`src/rtl/rid_priority_select_pkg.sv`:
```
// Shared classification constants: RID geometry used by the merge tree and the
// priority selector, plus the width of the {hit, rid, cnt} result record.
package rid_priority_select_pkg;

  localparam int CLS_RID_WIDTH   = 4;
  localparam int CLS_NUM_RID     = 8;
  localparam int CLS_LOG_NUM_RID = 3;

  localparam int RIDS_WIDTH = CLS_RID_WIDTH * CLS_NUM_RID;

  // Count field needs log2(NUM_RID)+1 bits so a full vector (NUM_RID matches) fits.
  function automatic int result_width(input int rid_w, input int log_num_rid);
    return 1 + rid_w + log_num_rid + 1;
  endfunction

  localparam int RESULT_WIDTH = result_width(CLS_RID_WIDTH, CLS_LOG_NUM_RID);

endpackage

```
`src/rtl/rid_result_fifo.sv`:
```
// First-word-fall-through result buffer with count-based full/empty.
// A push while full is accepted only if the head is popped on the same edge.
module rid_result_fifo #(
  parameter int WIDTH     = 9,
  parameter int DEPTH     = 4,
  parameter int LOG_DEPTH = 2
) (
  input  logic             i_clk,
  input  logic             i_reset,
  input  logic             i_push,
  input  logic [WIDTH-1:0] i_data,
  input  logic             i_pop,
  output logic [WIDTH-1:0] o_data,
  output logic             o_valid,
  output logic             o_drop
);

  logic [WIDTH-1:0]     r_mem [DEPTH];
  logic [LOG_DEPTH-1:0] r_wr_ptr;
  logic [LOG_DEPTH-1:0] r_rd_ptr;
  logic [LOG_DEPTH:0]   r_count;

  logic w_empty;
  logic w_full;
  logic w_pop;
  logic w_wr;

  assign w_empty = (r_count == '0);
  assign w_full  = (r_count == (LOG_DEPTH + 1)'(DEPTH));
  assign w_pop   = i_pop & ~w_empty;
  assign w_wr    = i_push & (~w_full | w_pop);
  assign o_drop  = i_push & w_full & ~w_pop;
  assign o_valid = ~w_empty;
  assign o_data  = r_mem[r_rd_ptr];

  always_ff @(posedge i_clk or posedge i_reset) begin
    if (i_reset) begin
      r_wr_ptr <= '0;
      r_rd_ptr <= '0;
      r_count  <= '0;
    end else begin
      if (w_wr) r_wr_ptr <= r_wr_ptr + LOG_DEPTH'(1);
      if (w_pop) r_rd_ptr <= r_rd_ptr + LOG_DEPTH'(1);
      if (w_wr && !w_pop) begin
        r_count <= r_count + (LOG_DEPTH + 1)'(1);
      end else if (!w_wr && w_pop) begin
        r_count <= r_count - (LOG_DEPTH + 1)'(1);
      end
    end
  end

  always_ff @(posedge i_clk) begin
    if (w_wr) r_mem[r_wr_ptr] <= i_data;
  end

endmodule

```
`src/rtl/rid_priority_select.sv`:
```
// Picks the lowest nonzero RID from a sorted merged vector, counts matches,
// and queues the result behind a one-stage register; drops are flagged sticky.
module rid_priority_select
  import rid_priority_select_pkg::*;
#(
  parameter int RID_WIDTH      = CLS_RID_WIDTH,
  parameter int NUM_RID        = CLS_NUM_RID,
  parameter int log_NUM_RID    = CLS_LOG_NUM_RID,
  parameter int FIFO_DEPTH     = 4,
  parameter int log_FIFO_DEPTH = 2
) (
  input  logic                         clk,
  input  logic                         reset,
  input  logic                         in_valid,
  input  logic [0:RID_WIDTH*NUM_RID-1] in,
  output logic                         out_valid,
  input  logic                         out_ready,
  output logic                         out_hit,
  output logic [RID_WIDTH-1:0]         out_rid,
  output logic [log_NUM_RID:0]         out_match_cnt,
  output logic                         overflow
);

  localparam int CntW = log_NUM_RID + 1;
  localparam int ResW = result_width(RID_WIDTH, log_NUM_RID);

  logic                 w_hit;
  logic [RID_WIDTH-1:0] w_rid;
  logic [CntW-1:0]      w_cnt;
  logic [RID_WIDTH-1:0] w_slot;

  logic                 r_s1_valid;
  logic [ResW-1:0]      r_s1_data;
  logic                 r_overflow;

  logic [ResW-1:0]      w_head;
  logic                 w_fifo_valid;
  logic                 w_drop;

  // Scan from the top slot down so the last nonzero seen is the lowest index.
  always_comb begin
    w_hit  = 1'b0;
    w_rid  = '0;
    w_cnt  = '0;
    w_slot = '0;
    for (int i = NUM_RID - 1; i >= 0; i--) begin
      w_slot = in[i*RID_WIDTH +: RID_WIDTH];
      if (w_slot != '0) begin
        w_hit = 1'b1;
        w_rid = w_slot;
        w_cnt = w_cnt + CntW'(1);
      end
    end
  end

  always_ff @(posedge clk or posedge reset) begin
    if (reset) begin
      r_s1_valid <= 1'b0;
      r_s1_data  <= '0;
      r_overflow <= 1'b0;
    end else begin
      r_s1_valid <= in_valid;
      if (in_valid) r_s1_data <= {w_hit, w_rid, w_cnt};
      if (w_drop) r_overflow <= 1'b1;
    end
  end

  rid_result_fifo #(
    .WIDTH     (ResW),
    .DEPTH     (FIFO_DEPTH),
    .LOG_DEPTH (log_FIFO_DEPTH)
  ) u_fifo (
    .i_clk   (clk),
    .i_reset (reset),
    .i_push  (r_s1_valid),
    .i_data  (r_s1_data),
    .i_pop   (out_ready),
    .o_data  (w_head),
    .o_valid (w_fifo_valid),
    .o_drop  (w_drop)
  );

  assign out_valid = w_fifo_valid;
  assign overflow  = r_overflow;
  // Head storage is not reset, so data outputs are masked to zero when empty.
  assign {out_hit, out_rid, out_match_cnt} = w_fifo_valid ? w_head : '0;

endmodule

```
`config.mk`:
```
export PLATFORM = sky130hd
export DESIGN_NAME = rid_priority_select
export DESIGN_NICKNAME = d
export VERILOG_FILES = /design/src/rtl/rid_priority_select_pkg.sv /design/src/rtl/rid_result_fifo.sv /design/src/rtl/rid_priority_select.sv
export SDC_FILE = /design/constraint.sdc
export NUM_CORES = 1
export LEC_CHECK = 0
export ABC_AREA = 0
export BUFFER_PORTS_ARGS = -buffer_cell sky130_fd_sc_hd__buf_4
export CORE_ASPECT_RATIO = 1.75
export CORE_UTILIZATION = 51
export CTS_CLUSTER_DIAMETER = 120
export DETAILED_ROUTE_END_ITERATION = 10
export GPL_TIMING_DRIVEN = 0
export PLACE_DENSITY = 0.73
export SYNTH_ARGS = -nofsm -noshare
export SYNTH_HDL_FRONTEND = slang
export SYNTH_SLANG_ARGS = --single-unit
```
`constraint.sdc`:
```
create_clock -name clk -period 2.2 [get_ports clk]
set_input_delay 0.33 -clock clk [delete_from_list [all_inputs] [get_ports clk]]
set_output_delay 0.33 -clock clk [all_outputs]
set_load 0.1 [all_outputs]
```
==> flow_summary.toml <==
[status]
status = "complete, but fails checks"
violations = "setup timing"

[final_layout]
final_cell_area_mm2 = 0.00406
area.growth.synth_to_final_pct = 32.8
nNetsFinal = 367
insertedDiodeCount = 0
drive_gt1_frac = 0.458
final_core_util = 0.696

[floorplan]
die_area_mm2 = 0.00632
die_h_um = 104
die_x_um = 60.5
rows = 37
core-area_mm2 = 0.00583
io_pins = 47
start_util = 0.524

[detailed_routing]
wl_met2_um = 3860
firstDrtPassIters = 4
drc = 0
wl_um = 6480
highest_layer = "met4"
via_per_inst = 5.62
vias = 2244
antenna_left = 0
drt-initial-drc-count = 45
m1WireLength_um = 2130
routed-wl-met3_um = 171
wl_per_cell_um = 16.2

[setup_path]
cp-end-kind = "flip-flop"
cp.arrival_ps = 3680
cp-start-kind = "input port"
crit_required_ps = 2390
critPathMaxFanout = 4
reg2reg_from = "u_fifo.r_count[0]"
r2r_cells = 7
worst_r2r_endpoint = "u_fifo.r_count[1]"
crit_path_start = "in[25]"
worst-r2r-setup-slack_ps = 120
crit_type = "in -> reg"

[clocking]
cts-root-buf = "clkbuf_8"
numCtsBuffers = 5
clk_pin_slew_ps = 90
cts_htree_levels = 2
max-clock-path-buffers = 2
cts.sinks = 54
cts_tree = "done"
cts_hold_buf = 0
clock_latency_ps = 310

[global_routing]
grt_pass1_vias = 2333
grt_pass1_wl_um = 10100
grt_remaining_overflow = 0
grt_usage = 0.217
grt_max_degree = 19
antenna_found_initial = 0

[synth]
synth_area_mm2 = 0.00306
synth_edf_count = 36
netlist_instances = 244
synthFlopType = "edfxtp_1"
async_reset_ff_frac = 0.333
synth-seq-cells = 54
syn-num-nets = 291
yosysWarnings = 0
syn_area_per_cell_um2 = 12.5
yosysSeqAreaShare = 0.501
ys_types = 47

[sta]
period_needed_ps = 3480
hold_viol = 0
worst_slew_pin_slew_ps = 921
period_share = 1.58
max_slew_margin = 0.380
fin_ws_ps = -1280
setup_viol = 4
finalClockSkew_ps = 9.52
drv_slew = 0
fmax_ghz = 0.287
whs_ps = 123
grt_setup_unrepaired = "true"

[pwr]
seq_power_share = 0.325
pwr-share-clk = 0.125
total_power_w = 0.00483
p_sw_w = 0.00216
swShare = 0.447
p_leak_nw = 1.51
combPwrFrac = 0.550
intPower_w = 0.00267
power_density_mw_per_mm2 = 1190
ir_drop_uv = 450

[placed_design]
pre_cts_ws_ps = -1960
gp_congestion = 0.822
portBuffers = 46
post_dp_cell_area_mm2 = 0.00356
dp_hpwl_um = 4550

[job]
maxCapViolations = 0

[worst_hold_path]
hold_class = "in -> async"
area by class of cell:
cell class	count	area, um^2
buffer	8	60.1
clock buffer	7	97.6
clock inverter	1	7.51
fill	464	1770
inverter	10	37.5
multi-input combinational	170	1630
sequential	54	1530
tap	78	97.6
timing repair buffer	71	593
worst max path at each step:
stage              endpoint  slack (ps)  cells past startpoint
2_1_floorplan  r_s1_data[1]       -1530                     16
3_3_place_gp   r_s1_data[1]       -1930                     16
3_5_place_dp   r_s1_data[1]       -1960                     16
4_1_cts        r_s1_data[1]       -1240                     17
5_1_grt        r_s1_data[1]       -1410                     18
6_report       r_s1_data[1]       -1280                     18
cells by family after synthesis:
family                     share of synthesized area
AOI/OAI and AO/OA                              0.108
xor gates and xnor gates                      0.0704
adders and majority gates                     0.0475
buffers and inverters                         0.0307
DFF                                            0.501
muxes                                         0.0843
and+or+nand+nor                                0.158
critical path, stage by stage:
cell and delay, ps:
buf_6 100, nor4_4 360, inv_2 110, buf_6 140, nor3_4 200, nor2_1 80, ha_1 340, buf_6 140
xnor2_2 120, o2111a_1 240, nor3_2 220, nor3_2 80, ha_1 310, nand2_2 80, nand2_2 70, ha_4 230
mux2_4 270, mux2_4 260
synth_stat cells (2+ instances only):
cell type  count  area, um^2
and2_1        14        87.6
a21oi_1       23         115
dfrtp_1       18         450
o21bai_1      12        90.1
nand3_1        4        20.0
or3_1          3        18.8
o21ai_0        4        20.0
nor4_1         8        50.1
clkbuf_1       5        18.8
nor3_2         2        20.0
xor2_1         7        61.3
mux4_2         9         203
nor2_1        10        37.5
mux2_2         4        45.0
nor4_4         2        42.5
or4_4          2        22.5
nor4_2         4        50.1
nand4_1        3        18.8
inv_1          9        33.8
edfxtp_1      36        1080
or4_1          4        30.0
ha_1          10         125
nand2_1       10        37.5
a311oi_1       2        17.5
nor3_1         3        15.0
xnor2_1       15         131
flip-flops by register name, summed over array words and instances, names as in the netlist:
signal and cells:
u_fifo.r_count 3, r_s1_data 9, u_fifo.r_mem 36, u_fifo.r_rd_ptr 2
u_fifo.r_wr_ptr 2, overflow 1, r_s1_valid 1
power groups by stage:
stage               Sequential [W]  Clock (W)  Combinational, W
global route               0.00159   0.000644           0.00283
global placement           0.00153          0           0.00240
finish                     0.00157   0.000606           0.00266
CTS                        0.00157   0.000611           0.00248
floorplan                  0.00156          0           0.00191
detailed placement         0.00154          0           0.00242
timing repair:
action | CTS | global route
resized for setup | 31 | 24
pin swaps | 23 | 17
setup endpoints to repair | 14 | 15
buffers inserted | 19 | 6
stage by stage:
stage,std cells,TNS [ps]
2_1_floorplan,244,-4890
3_3_place_gp,368,-7890
3_5_place_dp,368,-8080
4_1_cts,393,-3910
5_1_grt,399,-4530
6_report,399,-4020
routing by layer:
metal	vias to the layer above	GRT usage
met3	23	0.0323
met2	64	0.411
li1	1075	-
met5	-	0
met4	0	0.148
met1	1082	0.190
cells in the final DEF (no fill, tap or decap), drive strengths merged, types with 11 or more instances in the layout:
cell | netlist | layout
a21oi | 23 | 23
and2 | 14 | 14
buf | 4 | 74
clkbuf | 5 | 11
dfrtp | 18 | 18
edfxtp | 36 | 36
nor4 | 14 | 14
o21bai | 12 | 12
xnor2 | 15 | 15
No activity file was read; power rests on OpenSTA's default activity.
